[src/rtl/instruction_fetch_if.sv]
// Fetch-stage bus: instruction-memory port, redirect input and the IF/ID handshake towards decode.
// The fetch stage connects to the master modport, and memory/decode connect to the slave modport.
interface instruction_fetch_if;
  logic [31:0] imem_addr;
  logic [31:0] imem_instr;
  logic        redirect_valid;
  logic [31:0] redirect_pc;
  logic        if_valid;
  logic        if_ready;
  logic [31:0] if_pc;
  logic [31:0] if_pc_plus4;
  logic [31:0] if_instr;
  logic        fetch_fault;
  logic [31:0] fetch_count;

  modport master (
    output imem_addr, if_valid, if_pc, if_pc_plus4, if_instr, fetch_fault, fetch_count,
    input  imem_instr, redirect_valid, redirect_pc, if_ready
  );

  modport slave (
    input  imem_addr, if_valid, if_pc, if_pc_plus4, if_instr, fetch_fault, fetch_count,
    output imem_instr, redirect_valid, redirect_pc, if_ready
  );
endinterface

[src/rtl/instruction_fetch.sv]
// RISC-V fetch stage: owns the PC, reads the combinational instruction memory and fills the IF/ID slot.
// Optional macro FETCH_FAULT_EN enables misaligned/out-of-range fault slots and the halted state.
module instruction_fetch #(
  parameter logic [31:0] RESET_PC   = 32'h0000_0000,
  parameter int          IMEM_WORDS = 256
) (
  input  logic                clk,
  input  logic                rst_n,
  instruction_fetch_if.master bus
);
  localparam logic [31:0] NOP = 32'h0000_0013;

  logic [31:0] r_pc, r_if_pc, r_if_instr, r_fetch_count;
  logic        r_if_valid;
  logic [31:0] w_pc_next, w_if_pc_next, w_if_instr_next, w_fetch_count_next;
  logic        w_if_valid_next, w_advance, w_accept;

`ifdef FETCH_FAULT_EN
  localparam logic [31:0] IMEM_BYTES = 32'(IMEM_WORDS * 4);
  logic r_fault, r_halted, w_fault_next, w_halted_next, w_fault;
  assign w_fault = (r_pc[1:0] != 2'b00) || (r_pc >= IMEM_BYTES);
`endif

  assign w_advance = !r_if_valid || bus.if_ready;
  assign w_accept  = r_if_valid && bus.if_ready;

  // NOTE: every next-state signal gets a default first, so no path can leave one unassigned and infer a latch.
  always_comb begin
    w_pc_next          = r_pc;
    w_if_valid_next    = r_if_valid;
    w_if_pc_next       = r_if_pc;
    w_if_instr_next    = r_if_instr;
    w_fetch_count_next = r_fetch_count + 32'(w_accept);
`ifdef FETCH_FAULT_EN
    w_fault_next       = r_fault;
    w_halted_next      = r_halted;
    if (bus.redirect_valid) begin
      w_pc_next       = bus.redirect_pc;
      w_if_valid_next = 1'b0;
      w_fault_next    = 1'b0;
      w_halted_next   = 1'b0;
    end else if (r_halted) begin
      if (w_accept) w_if_valid_next = 1'b0;
    end else if (w_advance) begin
      w_if_valid_next = 1'b1;
      w_if_pc_next    = r_pc;
      if (w_fault) begin
        // The PC stays on the faulting address so the handler can see where fetch stopped.
        w_if_instr_next = NOP;
        w_fault_next    = 1'b1;
        w_halted_next   = 1'b1;
      end else begin
        w_if_instr_next = bus.imem_instr;
        w_fault_next    = 1'b0;
        w_pc_next       = r_pc + 32'd4;
      end
    end
`else
    if (bus.redirect_valid) begin
      w_pc_next       = bus.redirect_pc & ~32'd3;
      w_if_valid_next = 1'b0;
    end else if (w_advance) begin
      w_if_valid_next = 1'b1;
      w_if_pc_next    = r_pc;
      w_if_instr_next = bus.imem_instr;
      w_pc_next       = r_pc + 32'd4;
    end
`endif
  end

  // NOTE: state registers use non-blocking assignments so every register samples pre-edge values.
  always_ff @(posedge clk or negedge rst_n) begin
    if (!rst_n) begin
      r_pc          <= RESET_PC;
      r_if_valid    <= 1'b0;
      r_if_pc       <= 32'h0;
      r_if_instr    <= NOP;
      r_fetch_count <= 32'h0;
    end else begin
      r_pc          <= w_pc_next;
      r_if_valid    <= w_if_valid_next;
      r_if_pc       <= w_if_pc_next;
      r_if_instr    <= w_if_instr_next;
      r_fetch_count <= w_fetch_count_next;
    end
  end

`ifdef FETCH_FAULT_EN
  always_ff @(posedge clk or negedge rst_n) begin
    if (!rst_n) begin
      r_fault  <= 1'b0;
      r_halted <= 1'b0;
    end else begin
      r_fault  <= w_fault_next;
      r_halted <= w_halted_next;
    end
  end
  assign bus.fetch_fault = r_fault;
`else
  assign bus.fetch_fault = 1'b0;
`endif

  assign bus.imem_addr   = r_pc;
  assign bus.if_valid    = r_if_valid;
  assign bus.if_pc       = r_if_pc;
  assign bus.if_pc_plus4 = r_if_pc + 32'd4;
  assign bus.if_instr    = r_if_instr;
  assign bus.fetch_count = r_fetch_count;
endmodule
[src/flat_wrapper.sv]
// flat-port wrapper written by rule: the top's interface ports become plain ports
module instruction_fetch_flat 
#(
  parameter logic [31:0] RESET_PC   = 32'h0000_0000,
  parameter int          IMEM_WORDS = 256
)
  (clk, rst_n, bus_imem_addr, bus_if_valid, bus_if_pc, bus_if_pc_plus4, bus_if_instr, bus_fetch_fault, bus_fetch_count, bus_imem_instr, bus_redirect_valid, bus_redirect_pc, bus_if_ready);
  instruction_fetch_if bus_i ();
  input  logic clk;
  input  logic rst_n;
  output wire logic [$bits(bus_i.imem_addr)-1:0] bus_imem_addr;
  output wire logic [$bits(bus_i.if_valid)-1:0] bus_if_valid;
  output wire logic [$bits(bus_i.if_pc)-1:0] bus_if_pc;
  output wire logic [$bits(bus_i.if_pc_plus4)-1:0] bus_if_pc_plus4;
  output wire logic [$bits(bus_i.if_instr)-1:0] bus_if_instr;
  output wire logic [$bits(bus_i.fetch_fault)-1:0] bus_fetch_fault;
  output wire logic [$bits(bus_i.fetch_count)-1:0] bus_fetch_count;
  input wire logic [$bits(bus_i.imem_instr)-1:0] bus_imem_instr;
  input wire logic [$bits(bus_i.redirect_valid)-1:0] bus_redirect_valid;
  input wire logic [$bits(bus_i.redirect_pc)-1:0] bus_redirect_pc;
  input wire logic [$bits(bus_i.if_ready)-1:0] bus_if_ready;
  assign bus_imem_addr = bus_i.imem_addr;
  assign bus_if_valid = bus_i.if_valid;
  assign bus_if_pc = bus_i.if_pc;
  assign bus_if_pc_plus4 = bus_i.if_pc_plus4;
  assign bus_if_instr = bus_i.if_instr;
  assign bus_fetch_fault = bus_i.fetch_fault;
  assign bus_fetch_count = bus_i.fetch_count;
  assign bus_i.imem_instr = bus_imem_instr;
  assign bus_i.redirect_valid = bus_redirect_valid;
  assign bus_i.redirect_pc = bus_redirect_pc;
  assign bus_i.if_ready = bus_if_ready;
  instruction_fetch #(.RESET_PC(RESET_PC), .IMEM_WORDS(IMEM_WORDS)) u_core (.clk(clk), .rst_n(rst_n), .bus(bus_i));
endmodule
[config.mk]
export PLATFORM = sky130hd
export DESIGN_NAME = instruction_fetch_flat
export DESIGN_NICKNAME = d
export VERILOG_FILES = /design/src/rtl/instruction_fetch_if.sv /design/src/rtl/instruction_fetch.sv /design/src/flat_wrapper.sv
export SDC_FILE = /design/constraint.sdc
export NUM_CORES = 1
export LEC_CHECK = 0
export ABC_AREA = 0
export BUFFER_PORTS_ARGS = -buffer_cell sky130_fd_sc_hd__buf_2
export CORE_ASPECT_RATIO = 0.8
export CORE_UTILIZATION = 30
export CTS_CLUSTER_DIAMETER = 150
export DETAILED_ROUTE_END_ITERATION = 7
export PLACE_DENSITY = 0.55
export SLEW_MARGIN = 20
export SYNTH_ARGS = -nofsm -noshare
export SYNTH_HDL_FRONTEND = slang
export SYNTH_SLANG_ARGS = --single-unit
[constraint.sdc]
create_clock -name clk -period 2.52 [get_ports clk]
set_clock_uncertainty 0.05 [all_clocks]
set_input_delay 0.252 -clock clk [delete_from_list [all_inputs] [get_ports clk]]
set_output_delay 0.252 -clock clk [all_outputs]
set_load 0.05 [all_outputs]
==> results of run 1 <==
## layer usage
metal / vias to the layer above / global-route usage / part of all wire
li1: 2425 / - / -
met1: 2428 / 0.236 / 0.49
met2: 131 / 0.258 / 0.46
met3: 7 / 0.0480 / 0.046
met4: 0 / 0.0370 / 0.0058
met5: - / 0 / 0
## kinds of logic after synthesis
group,share of synthesized area
flops,0.522
xor+xnor,0.125
compound gates,0.0286
simple gates,0.173
other cells,0.000625
mux,0.112
fa+ha+maj,0.0104
buf+inv,0.0277
## power groups by stage
stage	sequential (mW)	clock, mW	combinational, mW
2_1_floorplan	3.41	0	0.814
3_3_place_gp	2.60	0	2.21
3_5_place_dp	2.60	0	2.21
4_1_cts	2.57	2.43	2.27
5_1_grt	2.62	2.51	2.44
6_report	2.58	2.36	2.32
## metrics by stage
stage                     hold slack, ns  instances   util
after detailed placement           0.182       1018  0.397
after CTS                       0.000168       1079  0.444
after global placement             0.180       1018  0.397
final                             0.0138       1090  0.453
after floorplan                  -0.0936        546      -
after global routing             0.00222       1090  0.453
## synth_stat cells, types with 9 or more instances
cell and instances:
dfrtp_1 122, nand2_1 66, mux2_2 59, xnor2_1 58
nand3_1 32, xor2_1 28, o21ai_0 26, nand4_1 24
nor2_1 22, nor3_1 11, and3_1 10, clkbuf_1 10
and4_1 9
## state kept, by name (all words and copies together) (netlist names)
name	count
u_core.bus.imem_addr	30
u_core.bus.if_pc	30
u_core.bus.fetch_count	32
u_core.bus.if_instr	32
u_core.bus.if_valid	1
## layout make-up
cell class | count | area, um2 | area share
clock buffer | 18 | 429 | 0.0492
clock inverter | 14 | 134 | 0.0153
timing repair buffer | 277 | 1680 | 0.193
multi-input combinational | 389 | 2970 | 0.341
tap | 258 | 323 | 0.0370
inverter | 9 | 33.8 | 0.00387
sequential | 125 | 3150 | 0.361
## path summary, 6_finish.rpt
path | endpoint | slack [ns] | cells after the start
worst max-delay path | bus_if_pc_plus4[29] | 0.11 | 8
worst min-delay path | u_core.bus.imem_addr[24] | 0.01 | 3
worst max register to register | u_core.bus.fetch_count[26] | 0.33 | 8
worst min register to register | u_core.bus.fetch_count[31] | 0.42 | 1
max in group asynchronous | u_core.bus.if_instr[0] | 1.41 | 3
min in group asynchronous | u_core.bus.if_instr[17] | 0.31 | 2
## layout by cell type (no fill, tap or decap), drive strengths merged, types with 22 or more instances in the layout
cell / Yosys / final
buf: 11 / 249
dfrtp: 122 / 122
dlygate4sd3: 0 / 25
mux2: 59 / 59
nand2: 67 / 67
nand3: 32 / 32
nand4: 24 / 24
nor2: 22 / 22
o21ai: 32 / 32
xnor2: 58 / 58
xor2: 28 / 28
## what timing repair did
item	in CTS	in global routing
cloned	0	0
hold endpoints to repair	67	0
setup endpoints to repair	16	14
resized for setup	17	30
pin swaps	4	6
hold buffers	25	0
setup buffers	4	11
## worst max-delay path, stage by stage (launching register included)
cell and delay, ns:
dfrtp_2 0.38, nand4_1 0.12, buf_6 0.15, nor4_4 0.19
buf_4 0.18, buf_6 0.13, nand4_1 0.16, xnor2_2 0.20
buf_6 0.17
==> flow_summary.ini, run 1 <==
[hold_path]
hold_path.startpoint = bus_redirect_pc[24]
hp-class = input port to flip-flop

[cells_and_area]
final_nets = 892
diodes = 0
fin_area_mm2 = 0.00873
area_growth_pct = 45.4
layout-drive-gt1-share = 0.476
fill_cells = 1872

[global_routing]
antenna_found_initial = 0
grt-ovfl-total = 0
grt_pass1_vias = 4834
grt_max_degree = 52
grtUsageTotal = 0.169
grt_pass1_wl_mm = 26.9

[route]
wire_per_inst_um = 15.6
antenna_left = 0
routed_wl_mm = 17.0
first_iter_violations = 224
vias_per_cell = 4.58
first_pass_iters = 4
vias = 4991
drc = 0

[placed_design]
hpwl_mm = 12.2
gp_congestion = 0.774
dp_slack_ns = 0.133
port_buffers = 220
place_area_mm2 = 0.00764

[clock_network]
cts_sinks = 125
h-tree-depth = 4
cts_root_buf = clkbuf_16
cts_tree = done
cts_buffers = 17
clk_pin_slew_ns = 0.06
clock_path_buffers = 2
clk-insertion-delay-late_ns = 0.41

[setup_path]
r2r-start = u_core.bus.if_valid
crit_path_start = u_core.bus.if_pc[10]
crit_path_start_kind = flip-flop
worstPathMaxFanout = 6
cp.arrival_ns = 2.11
critPathKind = flip-flop to output port
end_kind = output port
crit_required_ns = 2.22

[sta]
clock.fmax_mhz = 415
finalHoldViolCount = 0
rsz0062_at_grt = yes
finalSetupViolations = 0
min_period_ns = 2.41
min_period_over_period = 0.956
setup_ws_ns = 0.111
finalSetupTns_ns = 0
maxSlewViolCount = 0

[synth]
syn_area_per_cell_um2 = 11.1
synth_area_mm2 = 0.00600
ys_top_cells_by_area = dfrtp_1, mux2_2, xnor2_1
synth_edf_count = 0
yosys_warnings = 0
yosysUniqueCellTypes = 40
ys.flop_type = dfrtp_1
async_flop_share = 1.00
syn_inst = 540
synth_largest_area_cell = dfrtp_1
yosysSeqAreaShare = 0.522
yosysTopAreaCellShare = 0.509
ys_ff_latch = 125

[power]
clock_power_share = 0.325
p_sw_mw = 2.96
swShare = 0.407
p_int_mw = 4.30
power_mw = 7.26
vdd_drop_max_uv = 410
power.density_mw_per_mm2 = 832
combPwrFrac = 0.320
p_leak_nw = 4.09
p_seq_frac = 0.355

[job]
drv_cap = 0

[floorplan]
core-area_mm2 = 0.0193
die_w_um = 160
die_h_um = 129
rows = 45
io_pins = 230
start_util = 0.312
dieArea_mm2 = 0.0206

[outcome]
outcome = completed
Power figures use the tool's default switching activity.
==> run 2, diff against run 1 <==
--- a/config.mk
+++ b/config.mk
@@ -5,13 +5,13 @@
 export SDC_FILE = /design/constraint.sdc
 export NUM_CORES = 1
 export LEC_CHECK = 0
-export ABC_AREA = 0
+export ABC_AREA = 1
 export BUFFER_PORTS_ARGS = -buffer_cell sky130_fd_sc_hd__buf_2
 export CORE_ASPECT_RATIO = 0.8
 export CORE_UTILIZATION = 30
 export CTS_CLUSTER_DIAMETER = 150
 export DETAILED_ROUTE_END_ITERATION = 7
-export PLACE_DENSITY = 0.55
+export PLACE_DENSITY = 0.54
 export SLEW_MARGIN = 20
 export SYNTH_ARGS = -nofsm -noshare
 export SYNTH_HDL_FRONTEND = slang
==> run 2 against run 1 <==
Net effect:
- sequential power is essentially flat
- flip-flop and latch count did not move
- final cell count rose by 42%
- register-to-register slack better by 0.23 ns
- synthesized cell count grew 78%
- synthesized area grew 19%
- maximum frequency increased by 1.4%
- die area is 19% higher
- first-iteration DRC count up 110%
- non-clock buffer count down 14
- sequential share of layout area shrank 3.6 points
==> flow_summary.ini, run 2 <==
[cells_and_area]
final_nets = 1293
layout_commonest_cell = nand2_1
area_growth_pct = 34.9
post-route-util = 0.411
fill_cells = 2508
layout-drive-gt1-share = 0.262
layout_common_cells = nand2_1, buf_2, dfrtp_1, inv_1, nor2_1
diodes = 0

[power]
power.density_mw_per_mm2 = 770
p_leak_nw = 4.94
vdd_drop_max_uv = 382

[synth]
ys_top_cells_by_area = dfrtp_1, nand2_1, inv_1
syn_area_per_cell_um2 = 7.41
yosys_warnings = 0
netlist_top_cells_count = nand2_1, dfrtp_1, inv_1, nor2_1, nand3_1
ys.flop_type = dfrtp_1
yosysTopAreaCellShare = 0.428
async_flop_share = 1.00
yosys.area_share.xor_xnor = 0.0650
synth_edf_count = 0
synth_largest_area_cell = dfrtp_1
synth.most_common_cell = nand2_1
yosysUniqueCellTypes = 41
synth_adder_area_share = 0.00877
synth-compound-area-share = 0.0577
synth-simple-area-share = 0.356
syn_inst = 963
synth_mux_area_frac = 0
synth_top_family_by_area = simple AND/OR/NAND/NOR gates
yosysSeqAreaShare = 0.439
synth_area_mm2 = 0.00714
ys_ff_latch = 125

[setup_path]
worstPathMaxFanout = 5
end_kind = output port
crit_path_start_kind = flip-flop
crit_required_ns = 2.22
critPathKind = flip-flop to output port
cp.arrival_ns = 2.07

[sta]
finalHoldViolCount = 0
clock.fmax_mhz = 421
finalSetupViolations = 0
min_period_over_period = 0.942
maxSlewViolCount = 0
setup_ws_ns = 0.145
timing.slew.headroom = 0.643
min_period_ns = 2.37
rsz0062_at_grt = no
tightest_slew_ns = 0.536
finalSetupTns_ns = 0

[route]
vias = 6949
vias_per_cell = 4.50
first_pass_iters = 5
wire_per_inst_um = 15.0
antenna_left = 0
drc = 0
routed_wl_mm = 23.1
first_iter_violations = 460

[placed_design]
dp_slack_ns = 0.432
hpwl_mm = 17.8
port_buffers = 220
gp_congestion = 0.894

[clock_network]
cts_buffers = 17
cts_tree = done
clk_pin_slew_ns = 0.06
h-tree-depth = 4
clock_path_buffers = 2
cts_root_buf = clkbuf_16
cts_sinks = 125
clk-insertion-delay-late_ns = 0.42

[hold_path]
hp-class = input port to flip-flop

[global_routing]
antenna_found_initial = 0
grt_pass1_wl_mm = 36.1
grt_pass1_vias = 6386
grt_max_degree = 62
grtUsageTotal = 0.190
grt-ovfl-total = 0

[job]
drv_cap = 0

[floorplan]
start_util = 0.305
die_w_um = 174
dieArea_mm2 = 0.0244
rows = 50
io_pins = 230
die_h_um = 140
core-area_mm2 = 0.0234

[outcome]
outcome = completed
## run 2: timing repair
| item | 4_1_cts | 5_1_grt |
|---|---|---|
| hold buffers | 34 | 0 |
| gates resized for setup | 2 | 11 |
| endpoints found under the setup margin | 2 | 11 |
| endpoints found under the hold margin | 67 | 0 |
| buffers inserted | 0 | 0 |
## run 2: cell families after synthesis
logic type / count (synthesis)
adders and majority gates: 5
DFF: 125
AOI/OAI and AO/OA: 76
and+or+nand+nor: 576
xor gates and xnor gates: 53
buffers and inverters: 127
other: 1
## run 2: worst paths after layout
| path | from | endpoint | slack, ns | cells past startpoint |
|---|---|---|---|---|
| setup reg to reg | u_core.bus.if_valid | u_core.bus.fetch_count[26] | 0.56 | 10 |
| max in group asynchronous | rst_n | u_core.bus.if_instr[4] | 1.42 | 3 |
| min in group asynchronous | rst_n | u_core.bus.if_pc[4] | 0.30 | 2 |
| hold reg to reg | u_core.bus.if_instr[21] | u_core.bus.if_instr[21] | 0.41 | 2 |
| setup / recovery | u_core.bus.if_pc[2] | bus_if_pc_plus4[26] | 0.15 | 6 |
| hold / removal | bus_redirect_pc[18] | u_core.bus.imem_addr[18] | 0.03 | 3 |
## run 2: cell type report
class                           instances  area [um2]  area share
Clock inverter                         13         130      0.0135
Sequential cell                       125        3130       0.325
Multi-Input combinational cell        717        3610       0.375
Inverter                               96         360      0.0374
Timing Repair Buffer                  263        1560       0.162
Tap cell                              312         390      0.0406
Clock buffer                           19         443      0.0460
## run 2: routing by layer
| layer | up-vias | track usage | part of all wire |
|---|---|---|---|
| li1 | 3528 | - | - |
| met1 | 3173 | 0.293 | 0.51 |
| met2 | 227 | 0.273 | 0.42 |
| met3 | 21 | 0.0326 | 0.057 |
| met4 | 0 | 0.0439 | 0.013 |
| met5 | - | 0 | 0 |
## run 2: through the flow
stage	hold slack (ns)	power [mW]	instance area [um2]	std cells
2_1_floorplan	-0.0936	4.30	7230	969
3_3_place_gp	0.214	4.97	8660	1479
3_5_place_dp	0.214	4.99	8660	1479
4_1_cts	0.00944	7.46	9590	1545
5_1_grt	0.0333	7.75	9620	1545
6_report	0.0278	7.41	9620	1545
## run 2: report_power, final
group	internal (mW)	switching [mW]	total, mW
registers	2.25	0.329	2.58
clock network	1.41	1.00	2.41
logic	0.556	1.87	2.42
total	4.21	3.20	7.41
## run 2: worst max-delay path, cell delays in order (launching register included)
cell and delay, ns:
dfrtp_1 0.39, ha_1 0.24, nand3_2 0.18, nor3_4 0.22, nand4_1 0.20, xnor2_2 0.16
buf_2 0.27
